### src/rtl/leg_fetch_unit.sv
// Instruction fetch unit: reads a 4-byte instruction one byte per cycle from
// program memory and presents it to the decoder with a valid/ready handshake.
module leg_fetch_unit #(
    parameter int UUID = 0,
    parameter     NAME = ""
) (
    input  logic       clk,
    input  logic       rst,
    output logic [7:0] mem_addr,
    output logic       mem_rd,
    input  logic [7:0] mem_data,
    input  logic       branch_en,
    input  logic [7:0] branch_target,
    output logic       instr_valid,
    input  logic       instr_ready,
    output logic [7:0] opcode,
    output logic [7:0] arg1,
    output logic [7:0] arg2,
    output logic [7:0] result,
    output logic [7:0] pc
);

    typedef enum logic [1:0] {
        ST_ISSUE = 2'd0,
        ST_CAPT  = 2'd1,
        ST_VALID = 2'd2
    } state_t;

    state_t     state_p0;
    logic [1:0] k_p0;
    logic       vld_p1;
    logic [1:0] idx_p1;
    logic       transfer;
    logic [7:0] branch_pc;

    // No child instances exist yet; a negative UUID would corrupt derived IDs.
    if (UUID < 0 && $bits(NAME) >= 0) begin : g_param_chk
        $error("leg_fetch_unit: UUID must be non-negative");
    end

    assign transfer  = (state_p0 == ST_VALID) && instr_ready;
    assign branch_pc = {branch_target[7:2], 2'b00};
    assign mem_rd    = rst && (state_p0 == ST_ISSUE);
    assign mem_addr  = (state_p0 == ST_ISSUE) ? (pc + {6'd0, k_p0}) : pc;

    always_ff @(posedge clk) begin
        if (!rst) begin
            state_p0    <= ST_ISSUE;
            k_p0        <= 2'd0;
            pc          <= 8'h00;
            instr_valid <= 1'b0;
            vld_p1      <= 1'b0;
            idx_p1      <= 2'd0;
            opcode      <= 8'h00;
            arg1        <= 8'h00;
            arg2        <= 8'h00;
            result      <= 8'h00;
        end else begin
            // Stage 1: byte returned for the previous cycle's issue
            if (vld_p1 && !branch_en) begin
                case (idx_p1)
                    2'd0:    opcode <= mem_data;
                    2'd1:    arg1   <= mem_data;
                    2'd2:    arg2   <= mem_data;
                    default: result <= mem_data;
                endcase
            end

            // Stage 0: issue sequencing and handshake
            vld_p1 <= 1'b0;
            if (branch_en) begin
                pc          <= branch_pc;
                state_p0    <= ST_ISSUE;
                k_p0        <= 2'd0;
                instr_valid <= 1'b0;
            end else begin
                case (state_p0)
                    ST_ISSUE: begin
                        vld_p1 <= 1'b1;
                        idx_p1 <= k_p0;
                        k_p0   <= k_p0 + 2'd1;
                        if (k_p0 == 2'd3)
                            state_p0 <= ST_CAPT;
                    end
                    ST_CAPT: begin
                        state_p0    <= ST_VALID;
                        instr_valid <= 1'b1;
                    end
                    ST_VALID: begin
                        if (transfer) begin
                            pc          <= pc + 8'd4;
                            state_p0    <= ST_ISSUE;
                            k_p0        <= 2'd0;
                            instr_valid <= 1'b0;
                        end
                    end
                    default: begin
                        state_p0    <= ST_ISSUE;
                        k_p0        <= 2'd0;
                        instr_valid <= 1'b0;
                    end
                endcase
            end
        end
    end

endmodule

### config.mk
export PLATFORM = sky130hd
export DESIGN_NAME = leg_fetch_unit
export DESIGN_NICKNAME = d
export VERILOG_FILES = /design/src/rtl/leg_fetch_unit.sv
export SDC_FILE = /design/constraint.sdc
export NUM_CORES = 1
export LEC_CHECK = 0
export ABC_AREA = 1
export BUFFER_PORTS_ARGS = -buffer_cell sky130_fd_sc_hd__buf_4
export CAP_MARGIN = 30
export CORE_ASPECT_RATIO = 1.75
export CORE_MARGIN = 1.5
export CORE_UTILIZATION = 48
export CTS_CLUSTER_SIZE = 25
export DETAILED_ROUTE_END_ITERATION = 12
export PLACE_DENSITY = 0.78
export SYNTH_ARGS = -nofsm -noshare
export SYNTH_HDL_FRONTEND = slang
export SYNTH_SLANG_ARGS = --single-unit
### constraint.sdc
create_clock -name clk -period 1.35 [get_ports clk]
set_input_delay 0.27 -clock clk [delete_from_list [all_inputs] [get_ports clk]]
set_output_delay 0.27 -clock clk [all_outputs]
set_load 0.02 [all_outputs]
==> impl_metrics.toml, run 1 <==
[outcome]
status = "completed"

[timing]
fin_skew_ns = 0.00925
finalHoldViolCount = 0
drv_slew = 0
setup_violations = 0
post-route-min-period_ns = 1.35
fin_crit_sh_pct = 99.6
rsz0062_at_grt = "yes"
fin_ws_ns = 0.00482
fmax_mhz = 743

[finish]
final_nets = 352
synthToLayoutAreaGrowth_pct = 36.0
finish.instance_area_mm2 = 0.00262
n_antenna_cell = 0
drive_above_1_share_pct = 31.7

[setup_path]
cp_data_required_time_ns = 1.08
crit_fanout = 4
cp-end-kind = "primary output"
crit_start = "state_p0[0]"
r2r_start = "state_p0[0]"
start_kind = "flop"
arrival_ns = 1.08
crit_type = "flop to primary output"

[min_path]
worstHoldStart = "mem_data[5]"
hp-class = "input pin to flop"

[clock_tree]
h-tree-depth = 2
worstSkewPairLatency_ns = 0.30
cts_buffer_depth = 2
clk_pin_slew_worst_paths_ns = 0.09
clock-root-buffer = "clkbuf_8"
cts_inserted_buffers = 5
clkSinkCount = 46
cts_tree = "done"

[pwr]
p_leak_uw = 0.00132
comb_power_share_pct = 12.5
power_switching_uw = 697
p_sw_share_pct = 25.0
clkPwrFrac_pct = 36.2
ir_worst_vdd_mv = 0.995
p_per_area_mw_per_mm2 = 1070
internal_power_uw = 2100
p_seq_share_pct = 51.3

[yosys]
seq_area_frac_synth_pct = 47.9
synth_top_cell_area_share_pct = 47.9
synth_area_leader_cell = "dfxtp_1"
yosysMostFrequentCell = "nor2_1"
synthFlopType = "dfxtp_1"
syn_area_mm2 = 0.00192
avgSynthCellArea_um2 = 7.49
ys_async_sr_fraction_pct = 0
synth-edff-count = 0
yosys-top-cells-count = "75 x nor2_1, 46 x dfxtp_1, 30 x nand2_1, 23 x o21ai_0, 18 x inv_1"
synth_cell_types = 24
yosysWarnings = 0
synth_seq_cells = 46
netlist_top_cells_area = "dfxtp_1 48%, nor2_1 15%, o21ai_0 6.0%"
synth_cells = 257

[floorplanning]
fp.dieW_um = 50.9
core_area_mm2 = 0.00387
initial_core_util_pct = 49.8
num_rows = 30
dieArea_mm2 = 0.00441
io_pins = 70
die_h_um = 86.8

[grt]
first_global_vias = 1691
grt_max_degree = 38
grt_antenna_before_repair = 0
grt_overflow = 0
track_usage_pct = 22.3
grt_pass1_wl_mm = 7.48

[detailed_routing]
via_per_inst = 4.91
drtIter0Drc = 19
vias = 1862
remaining_drc_errors = 0
routed_wirelength_mm = 4.67
dr.pass1.iters = 4
post_drt_wl_per_cell_um = 12.3
ant_nets = 0

[placement]
placed_area_mm2 = 0.00244
hpwl_mm = 3.29
gp_congestion = 0.788
buffer_ports.inserted = 65
post-place-ws_ns = 0.123

[run]
cap_violations = 0
==> flip-flops by register name, indices dropped and copies added (netlist names) <==
name         cells
arg1             8
arg2             8
idx_p1           2
instr_valid      1
k_p0             2
opcode           8
pc               6
result           8
state_p0         2
vld_p1           1
==> logic make-up after synthesis <==
kind of cell             synth area share (%)
AND/OR/NAND/NOR                          28.2
AO/OA/AOI/OAI                            12.7
flip-flops                               47.9
buffers and inverters                    9.75
adder cells (fa/ha/maj)                  1.30
other                                   0.195
==> final timing paths <==
kind / to / slack (ns) / depth (start not counted)
worst max-delay path: mem_addr[0] / 0.005 / 4
worst max register to register: idx_p1[1] / 0.07 / 7
worst min-delay path: result[5] / 0.22 / 3
worst min register to register: instr_valid / 0.47 / 2
==> stage by stage <==
step / util (%) / cells / power, µW / TNS, ns / hold slack [ns]
after floorplan: - / 258 / 1670 / 0 / 0.405
after global placement: 63.1 / 365 / 1800 / 0 / 0.450
after detailed placement: 63.1 / 365 / 1810 / 0 / 0.458
after CTS: 66.9 / 377 / 2810 / 0 / 0.220
after global routing: 67.7 / 379 / 2890 / -0.0910 / 0.227
final: 67.7 / 379 / 2790 / 0 / 0.224
==> metal layers <==
| layer | global-route usage (%) | wire length (µm) | vias to the layer above |
|---|---|---|---|
| li1 | - | - | 953 |
| met1 | 22.7 | 1840 | 849 |
| met2 | 41.7 | 2490 | 54 |
| met3 | 5.69 | 261 | 6 |
| met4 | 9.34 | 72 | 0 |
| met5 | 0 | 0 | - |
==> layout by cell type (no fill, tap or decap), types with 5 or more instances in the layout <==
cell      instances
o21ai_0          23
inv_2             5
dfxtp_1          44
nand3_1          10
o21ai_1          14
nand2_1          30
buf_4            77
clkbuf_8          5
a21oi_1           7
nor2_1           72
inv_1            17
==> power by group through the flow <==
stage	clock network (µW)	logic, µW	registers [µW]
floorplan	0	172	1500
global placement	0	338	1460
detailed placement	0	344	1460
CTS	1030	345	1430
global route	1070	381	1440
finish	1010	348	1430
==> worst max-delay path, cell delays in order (launching register included) <==
cell,delay [ns]
dfxtp_2,0.34
nor2_4,0.12
inv_2,0.07
nor2_1,0.10
buf_4,0.14
==> cell type report <==
class / count / area (µm²)
Fill cell: 337 / 1250
Sequential cell: 46 / 923
Multi-Input combinational cell: 175 / 837
Timing Repair Buffer: 78 / 589
Inverter: 24 / 97.6
Clock buffer: 6 / 72.6
Tap cell: 48 / 60.1
Clock inverter: 2 / 37.5
==> repair_timing <==
action | CTS | global route
setup endpoints to repair | 3 | 5
gates resized for setup | 4 | 5
buffers inserted | 4 | 2
pin swaps | 1 | 3
endpoints found under the hold margin | 0 | 0
hold buffers | 0 | 0
Note: power is estimated with default switching activity, not from simulation.
==> inputs of run 2 (changes only) <==
--- a/config.mk
+++ b/config.mk
@@ -5,15 +5,14 @@
 export SDC_FILE = /design/constraint.sdc
 export NUM_CORES = 1
 export LEC_CHECK = 0
-export ABC_AREA = 1
 export BUFFER_PORTS_ARGS = -buffer_cell sky130_fd_sc_hd__buf_4
 export CAP_MARGIN = 30
 export CORE_ASPECT_RATIO = 1.75
 export CORE_MARGIN = 1.5
-export CORE_UTILIZATION = 48
+export CORE_UTILIZATION = 49
 export CTS_CLUSTER_SIZE = 25
 export DETAILED_ROUTE_END_ITERATION = 12
-export PLACE_DENSITY = 0.78
+export PLACE_DENSITY = 0.79
 export SYNTH_ARGS = -nofsm -noshare
 export SYNTH_HDL_FRONTEND = slang
 export SYNTH_SLANG_ARGS = --single-unit
==> constraint.sdc (replaced) <==
create_clock -name clk -period 1.4 [get_ports clk]
set_input_delay 0.28 -clock clk [delete_from_list [all_inputs] [get_ports clk]]
set_output_delay 0.28 -clock clk [all_outputs]
set_load 0.02 [all_outputs]
==> run 2 against run 1 <==
Net effect: global-route usage is 2.3 points lower; critical path depth shrank 1; total power is 14% lower; first-iteration DRC count grew 47%; worst setup slack gained 0.054 ns; routed wire length is 8.8% lower; register-to-register slack about the same; critical endpoint unchanged; sequential share of layout area down 0.18 points; highest routed layer unchanged; cell count is 15% lower; sequential cell count did not move; critical path type unchanged.
==> impl_metrics.toml, run 2 <==
[yosys]
synth_area_leader_cell = "dfxtp_1"
yosysMostFrequentCell = "dfxtp_1"
syn_area_mm2 = 0.00199
ys_async_sr_fraction_pct = 0
yosysWarnings = 0
synth-edff-count = 0
synth_top_cell_area_share_pct = 46.2
yosys-top-cells-count = "46 x dfxtp_1, 35 x nand2_1, 19 x mux2i_1, 19 x nor2b_1, 16 x a21boi_1"
avgSynthCellArea_um2 = 9.54
synth_seq_cells = 46
netlist_top_cells_area = "dfxtp_1 46%, mux2i_1 9.5%, nand2_1 6.6%"
seq_area_frac_synth_pct = 46.2
synthFlopType = "dfxtp_1"
synth_cell_types = 39
synth_cells = 209

[placement]
buffer_ports.inserted = 65
hpwl_mm = 3.21
placed_area_mm2 = 0.00252
gp_congestion = 0.707
dp.cells = 314

[min_path]
hp-class = "input pin to flop"
hold_path_depth = 3

[outcome]
status = "completed"

[setup_path]
crit_fanout = 7
reg2regPathDepth = 5
start_kind = "flop"
path_depth = 3
path_buf_inv = 1
cp_data_required_time_ns = 1.12
path_cells = "nor2_4 -> and2_1 -> buf_4"
slowest_delay_ns = 0.42
crit_type = "flop to primary output"
arrival_ns = 1.06
slowest_stage = "dfxtp_2"
path_delay_family = "flip-flops"
cp-end-kind = "primary output"

[detailed_routing]
routed_wirelength_mm = 4.25
post_drt_wl_per_cell_um = 13.2
ant_nets = 0
remaining_drc_errors = 0
via_per_inst = 5.10
drtIter0Drc = 28
vias = 1642
dr.pass1.iters = 4

[pwr]
p_sw_share_pct = 23.2
power_switching_uw = 561
ir_worst_vdd_mv = 0.754
p_seq_share_pct = 56.4
internal_power_uw = 1850
p_leak_uw = 0.00111
p_total_uw = 2410
p_per_area_mw_per_mm2 = 914
comb_power_share_pct = 11.8
clkPwrFrac_pct = 31.8

[finish]
fillers = 353
n_antenna_cell = 0
synthToLayoutAreaGrowth_pct = 32.4
final_nets = 297
layout_commonest_cell = "buf_4"
layout.cells.non_filler = 322
drive_above_1_share_pct = 33.6
final_cell_mix = "74 x buf_4, 43 x dfxtp_1, 35 x nand2_1"
ff_latch_area_um2 = 927
multiInputGateArea_um2 = 966
finish.instance_area_mm2 = 0.00264

[timing]
fin_skew_ns = 0.00126
tns_ns = 0
drv_slew = 0
post-route-min-period_ns = 1.34
hold_slack_ns = 0.263
setup_violations = 0
rsz0062_at_grt = "yes"
fmax_mhz = 746
fin_crit_sh_pct = 95.8
finalHoldViolCount = 0

[grt]
grt_overflow = 0
grt_max_degree = 28
track_usage_pct = 20.0
grt_pass1_wl_mm = 6.78
first_global_vias = 1495
grt_antenna_before_repair = 0

[floorplanning]
dieArea_mm2 = 0.00448
fp.dieW_um = 51.2
io_pins = 70
num_rows = 30
die_h_um = 87.4
core_area_mm2 = 0.00390
initial_core_util_pct = 51.1

[run]
cap_violations = 0

[clock_tree]
clk_pin_slew_worst_paths_ns = 0.07
clkSinkCount = 46
cts_tree = "done"
h-tree-depth = 2
clock-root-buffer = "clkbuf_8"
worstSkewPairLatency_ns = 0.29
cts_inserted_buffers = 5
cts_buffer_depth = 2
-- run 2: cell types whose count changed in the layout (fill, tap and decap cells not counted), sizes merged, moves of 4 or more --
| cell | previous run | this run |
|---|---|---|
| nor2b | 0 | 19 |
| mux2i | 0 | 19 |
| o21ai | 37 | 8 |
| nor2 | 75 | 4 |
| inv | 23 | 2 |
| nand2 | 31 | 35 |
| a21boi | 0 | 16 |
| nand3 | 11 | 1 |
-- run 2: routing by layer --
metal / GRT usage [%] / part of all wire (%) / vias up
met5: 0 / 0 / -
met2: 37.7 / 56 / 47
met4: 9.09 / 1.6 / 0
li1: - / - / 829
met1: 20.8 / 38 / 760
met3: 3.61 / 4.2 / 6
-- run 2: worst paths after layout --
| kind | from | to | slack, ns |
|---|---|---|---|
| max reg2reg | idx_p1[0] | arg2[5] | 0.08 |
| min | mem_data[4] | result[4] | 0.26 |
| max | state_p0[0] | mem_addr[0] | 0.06 |
| min reg2reg | result[2] | result[2] | 0.46 |
-- run 2: timing repair --
item / in CTS / in global routing
pin swaps: 0 / 2
hold buffers: 0 / 0
gates resized for setup: 4 / 5
buffers inserted: 0 / 2
endpoints found under the setup margin: 3 / 3
-- run 2: cells by family after synthesis --
logic type / after synthesis / share of synthesized area [%]
AND/OR/NAND/NOR: 83 / 24.1
XOR/XNOR: 2 / 0.878
buffers and inverters: 21 / 6.15
multiplexers: 19 / 9.54
other: 1 / 0.188
AO/OA/AOI/OAI: 35 / 11.7
adder cells (fa/ha/maj): 2 / 1.25
flip-flops: 46 / 46.2
-- run 2: per-stage QoR --
stage / utilization, % / setup slack, ns
floorplan: - / 0.137
global placement: 64.5 / 0.0546
detailed placement: 64.5 / 0.0402
CTS: 66.9 / 0.0323
global route: 67.7 / -0.00431
finish: 67.7 / 0.0588
-- run 2: final cells by class --
cell class                      instances  area share (%)
Sequential cell                        46            35.1
Timing Repair Buffer                   77            22.6
Multi-Input combinational cell        143            36.6
Clock buffer                            6            3.13
Inverter                                2           0.284
Tap cell                               48            2.27
-- run 2: worst reg2reg max path: cells and delay by family (launching register included) --
kind / cells / cell delay, ns
AND/OR/NAND/NOR: 2 / 0.35
flip-flops: 1 / 0.34
buffers and inverters: 2 / 0.28
multiplexers: 1 / 0.24
-- run 2: power groups by stage --
stage / registers [µW] / logic (µW) / clock network, µW
global route: 1360 / 307 / 825
global placement: 1390 / 280 / 0
finish: 1360 / 284 / 768
detailed placement: 1390 / 283 / 0
floorplan: 1420 / 140 / 0
CTS: 1360 / 284 / 785
==> inputs of run 3 (changes only) <==
--- a/config.mk
+++ b/config.mk
@@ -5,7 +5,7 @@
 export SDC_FILE = /design/constraint.sdc
 export NUM_CORES = 1
 export LEC_CHECK = 0
-export BUFFER_PORTS_ARGS = -buffer_cell sky130_fd_sc_hd__buf_4
+export BUFFER_PORTS_ARGS = -buffer_cell sky130_fd_sc_hd__buf_2
 export CAP_MARGIN = 30
 export CORE_ASPECT_RATIO = 1.75
 export CORE_MARGIN = 1.5
==> run 3 against run 2 <==
Net effect: sequential cell count did not move; sequential power about the same; combinational power down 11%; worst setup slack lost 0.015 ns; global-route usage is 0.90 points lower; hold slack got worse by 0.023 ns; cell count is 0.93% higher; fmax is 1.1% lower; non-clock buffer count grew 1.
==> impl_metrics.toml, run 3 (same netlist as run 2, synthesis figures left out) <==
[pwr]
p_leak_uw = 0.00110
p_sw_share_pct = 24.9
power_switching_uw = 608
p_total_uw = 2450
comb_power_share_pct = 10.4
internal_power_uw = 1840
p_seq_share_pct = 55.5
clkPwrFrac_pct = 34.1
p_per_area_mw_per_mm2 = 982
ir_worst_vdd_mv = 0.779

[detailed_routing]
routed_wirelength_mm = 4.21
drtIter0Drc = 20
remaining_drc_errors = 0
dr.pass1.iters = 5
post_drt_wl_per_cell_um = 12.9
ant_nets = 0
via_per_inst = 5.03
vias = 1635

[clock_tree]
clk_pin_slew_worst_paths_ns = 0.08
clock-root-buffer = "clkbuf_8"
clkSinkCount = 46
h-tree-depth = 2
hold_buffers = 0
cts_inserted_buffers = 5
cts_buffer_depth = 2
worstSkewPairLatency_ns = 0.30
cts_tree = "done"

[setup_path]
arrival_ns = 1.08
cp_data_required_time_ns = 1.12
path_cells = "nor2_4 -> and2_1 -> buf_4"
start_kind = "flop"
path_depth = 3
path_buf_inv = 1
slowest_delay_ns = 0.37
crit_fanout = 6
slowest_stage = "dfxtp_4"
reg2regPathDepth = 3
path_delay_family = "flip-flops"
crit_type = "flop to primary output"
cp-end-kind = "primary output"

[grt]
first_global_vias = 1456
busiest_layer = "met2"
track_usage_pct = 19.1
grt_util_met1_pct = 19.5
grt_max_degree = 19
grt_antenna_before_repair = 0
grt_pass1_wl_mm = 6.38
gr-usage-met3_pct = 4.30
grt_overflow = 0
use_met2_pct = 35.8

[finish]
utilization_pct = 63.8
synthToLayoutAreaGrowth_pct = 24.8
fillers = 351
final_nets = 298
layout_commonest_cell = "buf_2"
ff_latch_area_um2 = 926
multiInputGateArea_um2 = 962
final_cell_mix = "62 x buf_2, 44 x dfxtp_1, 35 x nand2_1"
drive_above_1_share_pct = 33.2
n_antenna_cell = 0

[floorplanning]
io_pins = 70
dieArea_mm2 = 0.00448
core_area_mm2 = 0.00390
num_rows = 30
initial_core_util_pct = 51.1
fp.dieW_um = 51.2
die_h_um = 87.4

[timing]
rsz0062_at_grt = "yes"
post-route-min-period_ns = 1.36
drv_slew = 0
fin_skew_ns = 0.00581
setup_violations = 0
fmax_mhz = 737
finalHoldViolCount = 0
fin_crit_sh_pct = 96.9

[min_path]
hold_path_depth = 3
hp-class = "input pin to flop"

[run]
cap_violations = 0

[placement]
hpwl_mm = 3.16
gp_congestion = 0.742
buffer_ports.inserted = 65

[outcome]
status = "completed"
run 3: cell types whose count changed in the layout (fill, tap and decap cells not counted), sizes merged:
cell	delta
clkbuf	+1
clkinv	+1
buf	+1
run 3: tightest hold or removal path: stages:
cell	delay (ns)
buf_2	0.07
o21ai_0	0.06
a21oi_1	0.10
run 3: layer usage:
layer  vias up  wire length (µm)
met5         -                 0
met4         0                82
met3         6               195
met2        41              2240
met1       754              1690
li1        834                 -
run 3: through the flow:
step                setup TNS [ns]  instance area (µm²)  cells  setup WS [ns]  hold WS [ns]
finish                           0                 2490    325         0.0437         0.241
global route               -0.0305                 2490    325        -0.0171         0.247
CTS                              0                 2460    323       0.000109         0.244
detailed placement       -0.000674                 2360    315      -0.000674         0.442
global placement                 0                 2360    315         0.0394         0.438
floorplan                        0                 2000    210          0.137         0.415
run 3: area by class of cell:
| class | instances | share of cell area, % |
|---|---|---|
| multi-input combinational | 143 | 38.6 |
| sequential | 46 | 37.2 |
| timing repair buffer | 78 | 17.8 |
| clock buffer | 7 | 3.47 |
| tap | 48 | 2.41 |
| inverter | 2 | 0.302 |
| clock inverter | 1 | 0.201 |
run 3: path summary, 6_finish.rpt:
check	from	end	slack (ns)
max	state_p0[0]	mem_addr[1]	0.04
min	branch_target[2]	pc[2]	0.24
max reg2reg	idx_p1[1]	opcode[5]	0.11
min reg2reg	result[1]	result[1]	0.45
run 3: repair_timing:
item                       4_1_cts  5_1_grt
cloned                           0        0
resized for setup                4        4
pin swaps                        1        1
setup endpoints to repair        3        3
buffers inserted                 0        2
run 3: power by group through the flow:
stage	sequential, µW	combinational [µW]	clock, µW
6_report	1360	254	835
3_5_place_dp	1390	252	0
3_3_place_gp	1390	248	0
4_1_cts	1360	253	851
5_1_grt	1360	274	894
2_1_floorplan	1420	140	0
